File: config.mk
export PLATFORM = sky130hd
export DESIGN_NAME = sram_access_ctrl_flat
export DESIGN_NICKNAME = d
export VERILOG_FILES = /design/src/rtl/sram_access_ctrl_if.sv /design/src/rtl/sram_access_ctrl.sv /design/src/flat_wrapper.sv
export SDC_FILE = /design/constraint.sdc
export NUM_CORES = 1
export LEC_CHECK = 0
export ABC_AREA = 1
export BUFFER_PORTS_ARGS = -buffer_cell sky130_fd_sc_hd__buf_2
export CAP_MARGIN = 20
export CORE_MARGIN = 4
export CORE_UTILIZATION = 56
export CTS_CLUSTER_SIZE = 10
export DETAILED_ROUTE_END_ITERATION = 8
export PLACE_DENSITY = 0.77
export SYNTH_ARGS = -nofsm -noshare
export SYNTH_HDL_FRONTEND = slang
export SYNTH_SLANG_ARGS = --single-unit
File: constraint.sdc
create_clock -name clk -period 3 [get_ports clk]
set_clock_uncertainty 0.15 [all_clocks]
set_input_delay 0.3 -clock clk [delete_from_list [all_inputs] [get_ports clk]]
set_output_delay 0.3 -clock clk [all_outputs]
set_load 0.01 [all_outputs]
File: src/rtl/sram_access_ctrl_if.sv
`default_nettype none
// ============================================================================
// Module   : sram_access_ctrl_if
// Brief    : Request/response and SRAM byte-row bus bundle for sram_access_ctrl.
// Revision : 1.0 - initial release
// ============================================================================
interface sram_access_ctrl_if #(
    parameter int ADDR_W = 4
);
    localparam int c_NUM_ROWS = 2 ** ADDR_W;

    logic                  req_valid;
    logic                  req_ready;
    logic                  req_we;
    logic [ADDR_W-1:0]     req_addr;
    logic [7:0]            req_wdata;
    logic                  rsp_valid;
    logic                  rsp_ready;
    logic [7:0]            rsp_rdata;
    logic                  rsp_err;
    logic [c_NUM_ROWS-1:0] wl;
    logic [7:0]            sram_datain;
    logic [7:0]            sram_dataout;
    logic                  read_pulse;
    logic                  write_pulse;

    // Controller side.
    modport slave (
        input  req_valid, req_we, req_addr, req_wdata, rsp_ready, sram_dataout,
        output req_ready, rsp_valid, rsp_rdata, rsp_err, wl, sram_datain,
               read_pulse, write_pulse
    );

    // Requester plus SRAM array side.
    modport master (
        output req_valid, req_we, req_addr, req_wdata, rsp_ready, sram_dataout,
        input  req_ready, rsp_valid, rsp_rdata, rsp_err, wl, sram_datain,
               read_pulse, write_pulse
    );
endinterface
`default_nettype wire

File: src/rtl/sram_access_ctrl.sv
`default_nettype none
// ============================================================================
// Module   : sram_access_ctrl
// Brief    : Sequences SETUP/PULSE/HOLD accesses into SRAM byte rows behind a
//            valid/ready request/response port. Optional macro
//            SRAM_WRITE_VERIFY_EN adds a read-back verify pass after writes.
// Revision : 1.0 - initial release
// ============================================================================
module sram_access_ctrl #(
    parameter int ADDR_W       = 4,
    parameter int SETUP_CYCLES = 1,
    parameter int PULSE_CYCLES = 2,
    parameter int HOLD_CYCLES  = 1
) (
    input  logic              clk,
    input  logic              rst,
    sram_access_ctrl_if.slave bus
);
    localparam int c_NUM_ROWS = 2 ** ADDR_W;
    localparam int c_CNT_W    = 16;
    localparam logic [c_CNT_W-1:0] c_SETUP_LAST = c_CNT_W'(SETUP_CYCLES - 1);
    localparam logic [c_CNT_W-1:0] c_PULSE_LAST = c_CNT_W'(PULSE_CYCLES - 1);
    localparam logic [c_CNT_W-1:0] c_HOLD_LAST  = c_CNT_W'(HOLD_CYCLES - 1);

    localparam logic [2:0] c_ST_IDLE  = 3'd0;
    localparam logic [2:0] c_ST_SETUP = 3'd1;
    localparam logic [2:0] c_ST_PULSE = 3'd2;
    localparam logic [2:0] c_ST_HOLD  = 3'd3;
    localparam logic [2:0] c_ST_RESP  = 3'd4;

    logic [2:0]            r_state,     w_state_nxt;
    logic [c_CNT_W-1:0]    r_cnt,       w_cnt_nxt;
    logic                  r_verify,    w_verify_nxt;
    logic [ADDR_W-1:0]     r_addr,      w_addr_nxt;
    logic                  r_we,        w_we_nxt;
    logic [7:0]            r_wdata,     w_wdata_nxt;
    logic [c_NUM_ROWS-1:0] r_wl,        w_wl_nxt;
    logic [7:0]            r_datain,    w_datain_nxt;
    logic                  r_rpulse,    w_rpulse_nxt;
    logic                  r_wpulse,    w_wpulse_nxt;
    logic                  r_req_ready, w_req_ready_nxt;
    logic                  r_rsp_valid, w_rsp_valid_nxt;
    logic [7:0]            r_rsp_rdata, w_rsp_rdata_nxt;
    logic                  r_rsp_err,   w_rsp_err_nxt;
    logic                  w_is_read;
    logic                  w_in_access;

    // The verify pass of a write is electrically a read.
    assign w_is_read = !r_we || r_verify;

    always_ff @(posedge clk or posedge rst) begin
        if (rst) begin
            r_state     <= c_ST_IDLE;
            r_cnt       <= '0;
            r_verify    <= 1'b0;
            r_addr      <= '0;
            r_we        <= 1'b0;
            r_wdata     <= '0;
            r_wl        <= '0;
            r_datain    <= '0;
            r_rpulse    <= 1'b0;
            r_wpulse    <= 1'b0;
            r_req_ready <= 1'b0;
            r_rsp_valid <= 1'b0;
            r_rsp_rdata <= '0;
            r_rsp_err   <= 1'b0;
        end else begin
            r_state     <= w_state_nxt;
            r_cnt       <= w_cnt_nxt;
            r_verify    <= w_verify_nxt;
            r_addr      <= w_addr_nxt;
            r_we        <= w_we_nxt;
            r_wdata     <= w_wdata_nxt;
            r_wl        <= w_wl_nxt;
            r_datain    <= w_datain_nxt;
            r_rpulse    <= w_rpulse_nxt;
            r_wpulse    <= w_wpulse_nxt;
            r_req_ready <= w_req_ready_nxt;
            r_rsp_valid <= w_rsp_valid_nxt;
            r_rsp_rdata <= w_rsp_rdata_nxt;
            r_rsp_err   <= w_rsp_err_nxt;
        end
    end

    // Outputs are registered from the next state so each phase shows up
    // on the pins in the same cycle the FSM occupies it.
    always_comb begin
        w_state_nxt     = r_state;
        w_cnt_nxt       = r_cnt;
        w_verify_nxt    = r_verify;
        w_addr_nxt      = r_addr;
        w_we_nxt        = r_we;
        w_wdata_nxt     = r_wdata;
        w_datain_nxt    = r_datain;
        w_rsp_valid_nxt = r_rsp_valid;
        w_rsp_rdata_nxt = r_rsp_rdata;
        w_rsp_err_nxt   = r_rsp_err;
        case (r_state)
            c_ST_IDLE: begin
                if (bus.req_valid && r_req_ready) begin
                    w_state_nxt     = c_ST_SETUP;
                    w_cnt_nxt       = '0;
                    w_verify_nxt    = 1'b0;
                    w_addr_nxt      = bus.req_addr;
                    w_we_nxt        = bus.req_we;
                    w_wdata_nxt     = bus.req_wdata;
                    w_rsp_rdata_nxt = '0;
                    w_rsp_err_nxt   = 1'b0;
                    if (bus.req_we) begin
                        w_datain_nxt = bus.req_wdata;
                    end
                end
            end
            c_ST_SETUP: begin
                if (r_cnt == c_SETUP_LAST) begin
                    w_state_nxt = c_ST_PULSE;
                    w_cnt_nxt   = '0;
                end else begin
                    w_cnt_nxt = r_cnt + c_CNT_W'(1);
                end
            end
            c_ST_PULSE: begin
                if (r_cnt == c_PULSE_LAST) begin
                    w_state_nxt = c_ST_HOLD;
                    w_cnt_nxt   = '0;
                    if (w_is_read) begin
                        if (r_verify) begin
                            w_rsp_err_nxt = (bus.sram_dataout != r_wdata);
                        end else begin
                            w_rsp_rdata_nxt = bus.sram_dataout;
                        end
                    end
                end else begin
                    w_cnt_nxt = r_cnt + c_CNT_W'(1);
                end
            end
            c_ST_HOLD: begin
                if (r_cnt == c_HOLD_LAST) begin
                    w_cnt_nxt = '0;
`ifdef SRAM_WRITE_VERIFY_EN
                    if (r_we && !r_verify) begin
                        w_state_nxt  = c_ST_SETUP;
                        w_verify_nxt = 1'b1;
                    end else begin
                        w_state_nxt     = c_ST_RESP;
                        w_rsp_valid_nxt = 1'b1;
                    end
`else
                    w_state_nxt     = c_ST_RESP;
                    w_rsp_valid_nxt = 1'b1;
`endif
                end else begin
                    w_cnt_nxt = r_cnt + c_CNT_W'(1);
                end
            end
            c_ST_RESP: begin
                if (r_rsp_valid && bus.rsp_ready) begin
                    w_state_nxt     = c_ST_IDLE;
                    w_rsp_valid_nxt = 1'b0;
                end
            end
            default: begin
                w_state_nxt = c_ST_IDLE;
            end
        endcase

        w_in_access     = (w_state_nxt == c_ST_SETUP) || (w_state_nxt == c_ST_PULSE) ||
                          (w_state_nxt == c_ST_HOLD);
        w_wl_nxt        = w_in_access ? (c_NUM_ROWS'(1) << w_addr_nxt) : '0;
        w_rpulse_nxt    = (w_state_nxt == c_ST_PULSE) && (!w_we_nxt || w_verify_nxt);
        w_wpulse_nxt    = (w_state_nxt == c_ST_PULSE) && w_we_nxt && !w_verify_nxt;
        w_req_ready_nxt = (w_state_nxt == c_ST_IDLE);
    end

    assign bus.req_ready   = r_req_ready;
    assign bus.rsp_valid   = r_rsp_valid;
    assign bus.rsp_rdata   = r_rsp_rdata;
    assign bus.rsp_err     = r_rsp_err;
    assign bus.wl          = r_wl;
    assign bus.sram_datain = r_datain;
    assign bus.read_pulse  = r_rpulse;
    assign bus.write_pulse = r_wpulse;
endmodule
`default_nettype wire

File: src/flat_wrapper.sv
// flat-port wrapper written by rule: the top's interface ports become plain ports
module sram_access_ctrl_flat 
#(
    parameter int ADDR_W       = 4,
    parameter int SETUP_CYCLES = 1,
    parameter int PULSE_CYCLES = 2,
    parameter int HOLD_CYCLES  = 1
)
  (clk, rst, bus_req_valid, bus_req_we, bus_req_addr, bus_req_wdata, bus_rsp_ready, bus_sram_dataout, bus_req_ready, bus_rsp_valid, bus_rsp_rdata, bus_rsp_err, bus_wl, bus_sram_datain, bus_read_pulse, bus_write_pulse);
  sram_access_ctrl_if #(.ADDR_W(ADDR_W)) bus_i ();
  input  logic clk;
  input  logic rst;
  input wire logic [$bits(bus_i.req_valid)-1:0] bus_req_valid;
  input wire logic [$bits(bus_i.req_we)-1:0] bus_req_we;
  input wire logic [$bits(bus_i.req_addr)-1:0] bus_req_addr;
  input wire logic [$bits(bus_i.req_wdata)-1:0] bus_req_wdata;
  input wire logic [$bits(bus_i.rsp_ready)-1:0] bus_rsp_ready;
  input wire logic [$bits(bus_i.sram_dataout)-1:0] bus_sram_dataout;
  output wire logic [$bits(bus_i.req_ready)-1:0] bus_req_ready;
  output wire logic [$bits(bus_i.rsp_valid)-1:0] bus_rsp_valid;
  output wire logic [$bits(bus_i.rsp_rdata)-1:0] bus_rsp_rdata;
  output wire logic [$bits(bus_i.rsp_err)-1:0] bus_rsp_err;
  output wire logic [$bits(bus_i.wl)-1:0] bus_wl;
  output wire logic [$bits(bus_i.sram_datain)-1:0] bus_sram_datain;
  output wire logic [$bits(bus_i.read_pulse)-1:0] bus_read_pulse;
  output wire logic [$bits(bus_i.write_pulse)-1:0] bus_write_pulse;
  assign bus_i.req_valid = bus_req_valid;
  assign bus_i.req_we = bus_req_we;
  assign bus_i.req_addr = bus_req_addr;
  assign bus_i.req_wdata = bus_req_wdata;
  assign bus_i.rsp_ready = bus_rsp_ready;
  assign bus_i.sram_dataout = bus_sram_dataout;
  assign bus_req_ready = bus_i.req_ready;
  assign bus_rsp_valid = bus_i.rsp_valid;
  assign bus_rsp_rdata = bus_i.rsp_rdata;
  assign bus_rsp_err = bus_i.rsp_err;
  assign bus_wl = bus_i.wl;
  assign bus_sram_datain = bus_i.sram_datain;
  assign bus_read_pulse = bus_i.read_pulse;
  assign bus_write_pulse = bus_i.write_pulse;
  sram_access_ctrl #(.ADDR_W(ADDR_W), .SETUP_CYCLES(SETUP_CYCLES), .PULSE_CYCLES(PULSE_CYCLES), .HOLD_CYCLES(HOLD_CYCLES)) u_core (.clk(clk), .rst(rst), .bus(bus_i));
endmodule
==> results of run 1 <==
power by group:
part	total [mW]	switching, mW	internal, mW
clock network	0.812	0.349	0.463
logic	1.83	1.24	0.581
registers	1.50	0.233	1.27
layer usage:
metal | vias to the layer above | share of wire, % | GRT usage, %
li1 | 1435 | - | -
met1 | 1342 | 45 | 27.9
met2 | 79 | 48 | 34.1
met3 | 8 | 5.7 | 4.85
met4 | 0 | 1.5 | 9.21
met5 | - | 0 | 0
through the flow:
stage / utilization [%] / setup slack, ns / hold WS [ns]
floorplan: - / 0.782 / 0.308
global placement: 64.2 / 0.959 / 0.251
detailed placement: 64.2 / 0.884 / 0.259
CTS: 67.8 / 0.849 / 0.0557
global route: 67.8 / 0.683 / 0.0618
finish: 67.8 / 0.890 / 0.0638
worst max-delay path, stage by stage, from the launching register on:
cell     delay, ns
dfrtp_1       0.50
nor3_4        0.59
nand3_1       0.19
nand2_1       0.12
nand2_2       0.23
nand2_1       0.16
o21ai_2       0.06
sequential cells by signal (all words and copies together), names as in the netlist, 3 cells and up:
| name | flops |
|---|---|
| u_core.bus.wl | 16 |
| u_core.bus.sram_datain | 8 |
| u_core.bus.rsp_rdata | 8 |
| u_core.r_addr | 4 |
| u_core.r_wdata | 8 |
| u_core.r_state | 3 |
| u_core.r_cnt | 16 |
cells in the final DEF, fill, tap and decap left out, types with 3 or more instances in the layout:
| cell type | Yosys | routed |
|---|---|---|
| buf_2 | 3 | 61 |
| inv_1 | 36 | 35 |
| nand2_1 | 104 | 104 |
| o211ai_1 | 4 | 4 |
| nand3_1 | 23 | 23 |
| nand2_2 | 3 | 3 |
| o21ai_0 | 28 | 28 |
| dfrtp_1 | 70 | 70 |
| o21ai_2 | 10 | 10 |
| ha_1 | 3 | 3 |
| nor3_1 | 6 | 6 |
| clkbuf_8 | 0 | 9 |
| inv_2 | 2 | 3 |
| nand4_1 | 14 | 14 |
| xor2_1 | 10 | 10 |
| xnor2_1 | 4 | 4 |
| a21oi_1 | 14 | 14 |
| nor2_2 | 4 | 4 |
| nor2_1 | 36 | 36 |
| nor2_4 | 6 | 6 |
| a21oi_2 | 3 | 3 |
cell type report:
cell class | count | area (sq um) | area share [%]
clock buffers | 11 | 131 | 3.25
flip-flops and latches | 70 | 1750 | 43.4
repair buffers | 63 | 335 | 8.30
clock inverters | 4 | 72.6 | 1.80
well taps | 75 | 93.8 | 2.32
multi-input cells | 282 | 1510 | 37.3
inverters | 39 | 149 | 3.69
how the worst max path moves through the flow:
stage | start | to | slack (ns) | cells after the start
final | u_core.r_state[2]$_DFF_PP0_ | u_core.bus.rsp_rdata[7]$_DFFE_PP0P_ | 0.89 | 6
after global routing | u_core.r_state[0]$_DFF_PP0_ | u_core.bus.write_pulse$_DFF_PP0_ | 0.68 | 7
after CTS | u_core.r_state[2]$_DFF_PP0_ | u_core.bus.rsp_rdata[7]$_DFFE_PP0P_ | 0.85 | 6
after detailed placement | u_core.r_state[2]$_DFF_PP0_ | u_core.bus.rsp_rdata[4]$_DFFE_PP0P_ | 0.88 | 6
after global placement | u_core.r_state[2]$_DFF_PP0_ | u_core.bus.rsp_rdata[0]$_DFFE_PP0P_ | 0.96 | 6
after floorplan | rst | u_core.bus.read_pulse$_DFF_PP0_ | 0.78 | 1
cell families after synthesis:
group	after synthesis	synth area share, %
and+or+nand+nor	202	27.6
AOI/OAI and AO/OA	63	11.2
xor gates and xnor gates	14	3.53
adders and majority gates	3	1.08
buffers and inverters	48	6.23
DFF	70	50.4
timing repair:
item | in CTS | in global routing
resized for setup | 0 | 0
endpoints found under the hold margin | 70 | 0
hold buffers | 1 | 0
==> reports/results.tsv, run 1 <==
stage	metric	value	unit
status	status	finished clean	
power	Pwr per Cell Area	1030	nW/um^2
setup_path	startpoint types	flop	
finish	area growth from synthesis to layout	16.3	%
logic_synthesis	synthesized cell area	3470	sq um
sta	Hold Fails Final Rpt	0	
drt	Post-DRT Antenna Nets	0	
power	leak pwr	2.07	nW
worst_hold_path	Hold Path Depth	3	
logic_synthesis	Syn Inst Count	400	
drt	drt drc	0	
cts	CTS Sinks	70	
setup_path	worst r2r path cells	6	
cts	clk buf depth	2	
job	Max Cap Violations	0	
logic_synthesis	count leader, synth	nand2_1	
floorplanning	row count	28	
placed_design	DP Area	3820	sq um
logic_synthesis	Main synth FF type	dfrtp_1	
placed_design	PortBufs	61	
floorplanning	Core ar.	5960	sq um
grt	gr usage total	21.3	%
drt	Iter 0 DRT Violations	143	
floorplanning	die extent in x	86.8	um
floorplanning	Starting Density	58.3	%
finish	nets@finish	493	
grt	largest net degree at the start of global routing	71	
sta	RSZ-0062 raised after global routing	no	
cts	total setup buffers inserted after CTS	0	
setup_path	crit end category	flop	
setup_path	FF-to-FF End	u_core.bus.rsp_rdata[7]$_DFFE_PP0P_	
cts	Skew-Pair Late Insertion Delay	0.35	ns
logic_synthesis	post-synthesis sequential area ratio	50.4	%
worst_hold_path	hold crit path type	input port to flop	
finish	Fillers	486	
logic_synthesis	ys async rst share	100	%
finish	Antenna Cells	0	
setup_path	R2R Setup Slk	0.89	ns
finish	fraction of layout cells with a size suffix above 1	23.9	%
logic_synthesis	number of enable flip-flop cells after synthesis	0	
cts	CTS tree	built	
setup_path	CP Class	flop to flop	
finish	Final Non-Filler Cells	544	
drt	wire per inst	13.4	um
logic_synthesis	synthesized area per cell	8.68	sq um
cts	Clock Pin Slew Worst Setup and Hold Paths	0.07	ns
sta	Max Slew Vio Count	0	
cts	CTS Root Cell	clkbuf_8	
sta	crit share post-route	70.3	%
power	Worst IR Drop VDD	0.000671	V
drt	Via Count	2864	
finish	fin area	4040	sq um
drt	Vias/cell	5.26	
sta	Worst slew margin	59.2	%
floorplanning	# IOs	62	
grt	initial antenna violation count	0	
logic_synthesis	Cell variety after synth	31	
setup_path	Crit Reg-Reg Startpoint	u_core.r_state[2]$_DFF_PP0_	
sta	Final setup viols	0	
logic_synthesis	Yosys top cell area share	50.4	%
setup_path	Worst Path Max Fanout	18	
logic_synthesis	Area contributors post-synth	dfrtp_1 50%, nand2_1 11%, o21ai_0 4.0%, inv_1 3.9%, nor2_1 3.9%	
setup_path	Crit path required time	3.08	ns
floorplanning	DIE AREA	7530	sq um
grt	vias in the first global route	2735	
sta	Fmax	474	MHz
worst_hold_path	hold endpoint	u_core.r_wdata[3]$_DFFE_PP0P_	
sta	Slew @ Worst Pin	0.609	ns
worst_hold_path	hold_sp	bus_req_wdata[3]	
logic_synthesis	Syn. warnings	0	
floorplanning	Die H	86.8	um
logic_synthesis	post-synth top area cell	dfrtp_1	
power	Power Total	4.14	mW
logic_synthesis	#FFs+latches synth	70	
placed_design	Placed Instances	528	
placed_design	hpwl dp	5370	um
placed_design	RePlAce Congestion	0.877	
grt	first-pass GRT wire length	12400	um
sta	Total Neg Setup Slack	0	ns
setup_path	worst path arrival time	2.19	ns
cts	CTS buffer count	9	
drt	final WL	7300	um
logic_synthesis	Net Count, Synth	428	
cts	H-tree levels	3	
sta	Tmin final	2.11	ns
drt	TritonRoute pass-1 iters	4	
logic_synthesis	most common library cells after synthesis	104 x nand2_1, 70 x dfrtp_1, 36 x inv_1, 36 x nor2_1, 28 x o21ai_0	
grt	remaining global-route overflow	0	
(Power assumes the default switching activity.)
==> run 2, diff against run 1 <==
==> constraint.sdc (replaced) <==
create_clock -name clk -period 2 [get_ports clk]
set_clock_uncertainty 0.15 [all_clocks]
set_input_delay 0.2 -clock clk [delete_from_list [all_inputs] [get_ports clk]]
set_output_delay 0.2 -clock clk [all_outputs]
set_load 0.01 [all_outputs]
==> reports/results.tsv, run 2 (synthesis gave the netlist of run 1 again) <==
stage	metric	value	unit	change
sta	Tmin final	1.85	ns	was 2.11 ns
finish	nets@finish	524		was 493
grt	initial antenna violation count	0		unchanged
finish	commonest non-fill, non-tap cells in the layout	102 x nand2_1, 69 x dfrtp_1, 61 x buf_2		was 104 x nand2_1, 70 x dfrtp_1, 61 x buf_2
floorplanning	Die H	86.8	um	unchanged
sta	Worst slew margin	66.9	%	was 59.2%
sta	crit share post-route	92.6	%	was 70.3%
sta	Total Neg Setup Slack	0	ns	unchanged
grt	vias in the first global route	3066		was 2735
placed_design	RePlAce Congestion	0.866		was 0.877
setup_path	worst r2r path cells	8		was 6
placed_design	worst slack, placed	0.120	ns	was 0.884 ns
setup_path	Worst path slowest cell	dfrtp_2		was nor3_4
grt	remaining global-route overflow	0		unchanged
setup_path	FF-to-FF End	u_core.bus.wl[11]$_DFF_PP0_		was u_core.bus.rsp_rdata[7]$_DFFE_PP0P_
drt	wire per inst	14.0	um	was 13.4 um
setup_path	worst path arrival time	1.96	ns	was 2.19 ns
drt	final WL	8060	um	was 7300 um
drt	Iter 0 DRT Violations	199		was 143
sta	RSZ-0062 raised after global routing	no		unchanged
sta	Max Slew Vio Count	0		unchanged
cts	CTS buffer count	9		unchanged
cts	Skew-Pair Late Insertion Delay	0.34	ns	was 0.35 ns
setup_path	Worst Path Max Fanout	11		was 18
setup_path	R2R Setup Slk	0.15	ns	was 0.89 ns
worst_hold_path	Hold Path Depth	3		unchanged
setup_path	crit-path max cell delay	0.49	ns	was 0.59 ns
finish	Final Non-Filler Cells	575		was 544
sta	Final setup viols	0		unchanged
cts	CTS tree	built		unchanged
drt	Vias/cell	5.26		about the same
grt	first-pass GRT wire length	13800	um	was 12400 um
setup_path	startpoint types	flop		unchanged
setup_path	crit end category	flop		unchanged
sta	Slew @ Worst Pin	0.496	ns	was 0.609 ns
placed_design	hpwl dp	5600	um	was 5370 um
sta	Hold Fails Final Rpt	0		unchanged
grt	largest net degree at the start of global routing	27		was 71
power	leak pwr	2.22	nW	was 2.07 nW
worst_hold_path	hold crit path type	input port to flop		unchanged
floorplanning	row count	28		unchanged
cts	CTS Root Cell	clkbuf_8		unchanged
cts	clk buf depth	2		unchanged
finish	Antenna Cells	0		unchanged
sta	fin worst setup slack	0.149	ns	was 0.890 ns
setup_path	crit path to	u_core.bus.wl[11]$_DFF_PP0_		was u_core.bus.rsp_rdata[7]$_DFFE_PP0P_
setup_path	Crit Reg-Reg Startpoint	u_core.r_state[2]$_DFF_PP0_		unchanged
placed_design	PortBufs	61		unchanged
finish	fraction of layout cells with a size suffix above 1	26.4	%	was 23.9%
power	Worst IR Drop VDD	0.00101	V	was 0.000671 V
floorplanning	DIE AREA	7530	sq um	unchanged
cts	H-tree levels	3		unchanged
floorplanning	Starting Density	58.3	%	unchanged
placed_design	Placed Instances	540		was 528
setup_path	CP Class	flop to flop		unchanged
setup_path	CP Cell Sequence	inv_4, nand3_4, nor2_4, buf_4, nand2_4, nand2_4, nand4_1, a21oi_1		was nor3_4, nand3_1, nand2_1, nand2_2, nand2_1, o21ai_2
power	Pwr per Cell Area	1520	nW/um^2	was 1030 nW/um^2
drt	drt drc	0		unchanged
sta	Hold WS	0.00770	ns	was 0.0638 ns
setup_path	Crit path required time	2.11	ns	was 3.08 ns
drt	Post-DRT Antenna Nets	0		unchanged
floorplanning	die extent in x	86.8	um	unchanged
floorplanning	Core ar.	5960	sq um	unchanged
floorplanning	# IOs	62		unchanged
drt	TritonRoute pass-1 iters	5		was 4
worst_hold_path	hold_sp	bus_req_wdata[2]		was bus_req_wdata[3]
finish	area growth from synthesis to layout	25.8	%	was 16.3%
setup_path	Crit path max-delay family	simple AND/OR/NAND/NOR gates		unchanged
job	Max Cap Violations	0		unchanged
cts	Clock Pin Slew Worst Setup and Hold Paths	0.08	ns	was 0.07 ns
setup_path	Worst path most repeated cell	nand2_4		was nand2_1
setup_path	Crit path depth	8		was 6
setup_path	Buf/Inv on CP	2		was 0
cts	CTS Sinks	70		unchanged
sta	Fmax	540	MHz	was 474 MHz
status	status	finished clean		unchanged
drt	Via Count	3026		was 2864
finish	commonest non-fill, non-tap cell in the layout	nand2_1		unchanged
setup_path	Crit. Startpoint	u_core.r_state[2]$_DFF_PP0_		unchanged
grt	gr usage total	23.0	%	was 21.3%
-- run 2: worst min-delay path, delay by kind of cell --
kind	cells	cell delay [ns]
AO/OA/AOI/OAI	1	0.09
buffers and inverters	2	0.16
-- run 2: worst min-delay path by stage --
stage | endpoint
after global placement | u_core.r_cnt[7]$_DFFE_PP0P_
after global routing | u_core.bus.sram_datain[2]$_DFFE_PP0P_
after CTS | u_core.r_wdata[2]$_DFFE_PP0P_
after floorplan | u_core.bus.rsp_rdata[0]$_DFFE_PP0P_
final | u_core.r_wdata[2]$_DFFE_PP0P_
after detailed placement | u_core.r_cnt[7]$_DFFE_PP0P_
-- run 2: power by group --
group / switching, mW / internal, mW
sequential: 0.350 / 1.91
combinational: 2.02 / 1.16
clock: 0.533 / 0.670
-- run 2: timing repair --
action / in CTS / in global routing
hold buffers: 18 / 0
setup buffers: 0 / 2
hold endpoints to repair: 43 / 0
gates resized for setup: 0 / 6
setup endpoints to repair: 0 / 14
-- run 2: per-layer routing --
metal  track usage, %  wire, um  vias to the layer above
met3             5.42       466                       12
met4             7.65       112                        0
met5                0         0                        -
met1             30.1      3520                     1430
li1                 -         -                     1491
met2             37.6      3970                       93
-- run 2: layout make-up --
type                            count  area, sq um
Clock buffer                       12          165
Clock inverter                      3         42.5
Multi-Input combinational cell    282         1530
Fill cell                         428         1590
Timing Repair Buffer               94          636
Inverter                           39          153
Sequential cell                    70         1750
Tap cell                           75         93.8
-- run 2: metrics by stage --
| step | power [mW] | area (sq um) | util (%) |
|---|---|---|---|
| 5_1_grt | 7.14 | 4370 | 73.4 |
| 4_1_cts | 6.56 | 4330 | 72.7 |
| 2_1_floorplan | 4.34 | 3480 | - |
| 3_3_place_gp | 5.24 | 3940 | 66.2 |
| 6_report | 6.64 | 4370 | 73.4 |
| 3_5_place_dp | 5.32 | 3940 | 66.2 |
==> run 3, diff against run 2 <==
--- a/config.mk
+++ b/config.mk
@@ -5,14 +5,14 @@
 export SDC_FILE = /design/constraint.sdc
 export NUM_CORES = 1
 export LEC_CHECK = 0
-export ABC_AREA = 1
 export BUFFER_PORTS_ARGS = -buffer_cell sky130_fd_sc_hd__buf_2
 export CAP_MARGIN = 20
 export CORE_MARGIN = 4
-export CORE_UTILIZATION = 56
+export CORE_UTILIZATION = 55
 export CTS_CLUSTER_SIZE = 10
 export DETAILED_ROUTE_END_ITERATION = 8
-export PLACE_DENSITY = 0.77
+export PLACE_DENSITY = 0.8
+export SLEW_MARGIN = 20
 export SYNTH_ARGS = -nofsm -noshare
 export SYNTH_HDL_FRONTEND = slang
 export SYNTH_SLANG_ARGS = --single-unit
==> reports/results.tsv, run 3 <==
stage	metric	value	unit	change
logic_synthesis	number of enable flip-flop cells after synthesis	0		unchanged
sta	Hold Fails Final Rpt	0		unchanged
sta	Hold WS	0.0678	ns	was 0.00770 ns
logic_synthesis	Net Count, Synth	331		was 428
power	Pwr per Cell Area	1450	nW/um^2	was 1520 nW/um^2
power	leak pwr	2.25	nW	was 2.22 nW
logic_synthesis	Post-Synth Simple-Gate Area	23.9	%	was 27.6%
floorplanning	Die H	83.8	um	was 86.8 um
cts	CTS buffer count	9		unchanged
sta	Fmax	426	MHz	was 540 MHz
drt	drt drc	0		unchanged
drt	wire per inst	16.8	um	was 14.0 um
grt	vias in the first global route	2978		was 3066
logic_synthesis	Post-Synth Adder-Cell Area	1.19	%	was 1.08%
setup_path	CP Cell Sequence	or4_4, or4_4, a2bb2oi_4, buf_6, o21ai_1, a21o_1		was inv_4, nand3_4, nor2_4, buf_4, nand2_4, nand2_4, nand4_1, a21oi_1
logic_synthesis	Post-Synth XOR/XNOR Area	4.16	%	was 3.53%
floorplanning	Starting Density	57.0	%	was 58.3%
logic_synthesis	compound-cell area share of the yosys netlist	10.3	%	was 11.2%
cts	Skew-Pair Late Insertion Delay	0.36	ns	was 0.34 ns
power	clock power share	17.8	%	was 18.1%
logic_synthesis	ys async rst share	100	%	unchanged
logic_synthesis	post-synth top area cell	dfrtp_1		unchanged
grt	first-pass GRT wire length	14300	um	was 13800 um
sta	RSZ-0062 raised after global routing	yes		was no
cts	CTS Sinks	70		unchanged
logic_synthesis	Area contributors post-synth	dfrtp_1 55%, nand2_1 5.7%, nor3b_1 3.3%, nor2_1 3.1%, mux2_2 2.9%		was dfrtp_1 50%, nand2_1 11%, o21ai_0 4.0%, inv_1 3.9%, nor2_1 3.9%
sta	Max Slew Vio Count	0		unchanged
finish	Antenna Cells	0		unchanged
grt	initial antenna violation count	0		unchanged
status	status	finished, violations left		was finished clean
logic_synthesis	Cell variety after synth	42		was 31
cts	CTS tree	built		unchanged
logic_synthesis	count leader, synth	dfrtp_1		was nand2_1
setup_path	crit-path max cell delay	0.61	ns	was 0.49 ns
cts	Clock Pin Slew Worst Setup and Hold Paths	0.08	ns	about the same
setup_path	Worst Path Max Fanout	6		was 11
setup_path	CP Class	flop to flop		unchanged
job	Max Cap Violations	0		unchanged
grt	largest net degree at the start of global routing	40		was 27
power	Comb power frac	50.5	%	was 47.9%
power	Switching Power	2.50	mW	was 2.90 mW
placed_design	RePlAce Congestion	0.918		was 0.866
drt	Vias/cell	5.63		was 5.26
finish	commonest non-fill, non-tap cells in the layout	70 x dfrtp_1, 61 x buf_2, 47 x nand2_1		was 102 x nand2_1, 69 x dfrtp_1, 61 x buf_2
sta	fin worst setup slack	-0.347	ns	was 0.149 ns
finish	final core occ	80.9	%	was 73.4%
finish	Multi-input gate area	1470	sq um	was 1530 sq um
finish	nets@finish	465		was 524
floorplanning	row count	27		was 28
cts	CTS Root Cell	clkbuf_8		unchanged
logic_synthesis	Syn. warnings	0		unchanged
floorplanning	# IOs	62		unchanged
drt	Via Count	2894		was 3026
floorplanning	DIE AREA	7020	sq um	was 7530 sq um
setup_path	Crit path required time	2.10	ns	was 2.11 ns
setup_path	worst path arrival time	2.45	ns	was 1.96 ns
grt	gr usage total	25.9	%	was 23.0%
power	Internal Power	3.99	mW	was 3.74 mW
power	sequential share of power	31.7	%	was 34.0%
sta	Slew @ Worst Pin	0.548	ns	was 0.496 ns
floorplanning	die extent in x	83.8	um	was 86.8 um
finish	fraction of layout cells with a size suffix above 1	37.8	%	was 26.4%
drt	Post-DRT Antenna Nets	0		unchanged
finish	Sequential Area	1750	sq um	about the same
setup_path	Worst path slowest cell	or4_4		was dfrtp_2
logic_synthesis	most common library cells after synthesis	70 x dfrtp_1, 48 x nand2_1, 26 x nor2_1, 14 x nor3b_1, 10 x xnor2_1		was 104 x nand2_1, 70 x dfrtp_1, 36 x inv_1, 36 x nor2_1, 28 x o21ai_0
sta	Final setup viols	44		was 0
finish	Fillers	324		was 428
setup_path	Worst path most repeated cell	or4_4		was nand2_4
setup_path	crit end category	flop		unchanged
logic_synthesis	Syn Inst Count	303		was 400
drt	TritonRoute pass-1 iters	4		was 5
power	Worst IR Drop VDD	0.000848	V	was 0.00101 V
logic_synthesis	largest family of logic cells by synthesized area	simple AND/OR/NAND/NOR gates		unchanged
grt	remaining global-route overflow	0		unchanged
logic_synthesis	synthesized cell area	3160	sq um	was 3470 sq um
logic_synthesis	Main synth FF type	dfrtp_1		unchanged
sta	Total Neg Setup Slack	-11.70	ns	was 0 ns
placed_design	PortBufs	61		unchanged
drt	final WL	8660	um	was 8060 um
finish	commonest non-fill, non-tap cell in the layout	dfrtp_1		was nand2_1
logic_synthesis	#FFs+latches synth	70		unchanged
sta	crit share post-route	117	%	was 92.6%
logic_synthesis	Yosys top cell area share	55.5	%	was 50.4%
cts	clk buf depth	2		unchanged
cts	H-tree levels	3		unchanged
worst_hold_path	hold crit path type	input port to flop		unchanged
placed_design	hpwl dp	5450	um	was 5600 um
logic_synthesis	mux cell area share after synthesis	2.85	%	was 0%
sta	Tmin final	2.35	ns	was 1.85 ns
status	failing checks	negative setup slack		
logic_synthesis	post-synthesis sequential area ratio	55.5	%	was 50.4%
floorplanning	Core ar.	5540	sq um	was 5960 sq um
finish	area growth from synthesis to layout	42.0	%	was 25.8%
setup_path	startpoint types	flop		unchanged
sta	Worst slew margin	63.5	%	was 66.9%
drt	Iter 0 DRT Violations	125		was 199
power	Sw Ratio	38.6	%	was 43.7%
logic_synthesis	synthesized area per cell	10.4	sq um	was 8.68 sq um
-- run 3: cell count changes after synthesis, sizes merged, moves of 7 or more --
| cell | delta |
|---|---|
| a21oi | -9 |
| a22o | +9 |
| a31oi | +7 |
| and3 | +8 |
| inv | -32 |
| mux2 | +8 |
| nand2 | -61 |
| nand3 | -19 |
| nand4 | -7 |
| nor2 | -19 |
| nor3b | +14 |
| o21ai | -25 |
-- run 3: final timing paths --
check	startpoint	to	slack, ns	depth (start not counted)
worst max-delay path	u_core.r_cnt[7]$_DFFE_PP0P_	u_core.r_cnt[2]$_DFFE_PP0P_	-0.35	6
worst min-delay path	bus_req_addr[2]	u_core.r_addr[2]$_DFF_PP0_	0.07	3
worst max register to register	u_core.r_cnt[7]$_DFFE_PP0P_	u_core.r_cnt[2]$_DFFE_PP0P_	-0.35	6
worst min register to register	u_core.r_we$_DFF_PP0_	u_core.r_we$_DFF_PP0_	0.35	2
max in group asynchronous	rst	u_core.bus.wl[5]$_DFF_PP0_	0.99	4
min in group asynchronous	rst	u_core.r_wdata[4]$_DFFE_PP0P_	0.19	3
-- run 3: critical path: cells and delay by family (launching register included) --
kind	cells	cell delay, ns
AOI/OAI and AO/OA	3	0.41
buffers and inverters	1	0.14
DFF	1	0.38
and+or+nand+nor	2	1.17
-- run 3: kinds of logic (layout without fill, tap and decap cells) --
family / Yosys count / after routing
simple gates: 141 / 141
flops: 70 / 70
compound gates: 49 / 49
buf+inv: 17 / 156
xor+xnor: 15 / 15
mux: 8 / 8
fa+ha+maj: 3 / 3
-- run 3: power by group through the flow --
stage	Clock, mW	Sequential [mW]	Combinational, mW
final	1.16	2.06	3.28
after detailed placement	0	2.06	2.65
after CTS	1.17	2.04	3.05
after floorplan	0	2.15	1.56
after global placement	0	2.04	2.57
after global routing	1.24	2.10	3.50
-- run 3: what timing repair did --
item                                    CTS  global route
gates resized for setup                  16            12
endpoints found under the setup margin   44            45
hold buffers                             20             0
pin swaps                                16             5
cloned                                    1             0
buffers inserted                          3             3
endpoints found under the hold margin    98             0
-- run 3: through the flow --
step           setup WS [ns]  cells  area, sq um  power, mW
2_1_floorplan         -0.291    303         3200       3.71
3_3_place_gp          -0.287    472         3920       4.61
3_5_place_dp          -0.330    472         3920       4.72
4_1_cts               -0.318    512         4420       6.27
5_1_grt               -0.411    514         4480       6.84
6_report              -0.347    514         4480       6.49
-- run 3: cell type report --
type / count / share of cell area [%]
inverter: 7 / 0.670
multi-input combinational: 216 / 32.7
sequential: 70 / 39.1
clock buffer: 10 / 3.07
clock inverter: 6 / 1.37
tap: 72 / 2.01
timing repair buffer: 133 / 21.1
-- run 3: metal layers --
layer / track usage [%] / wire (um) / share of wire [%]
met1: 30.2 / 3440 / 40
met2: 44.0 / 4430 / 51
met3: 6.81 / 527 / 6.1
met4: 12.6 / 262 / 3.0
met5: 0 / 0 / 0
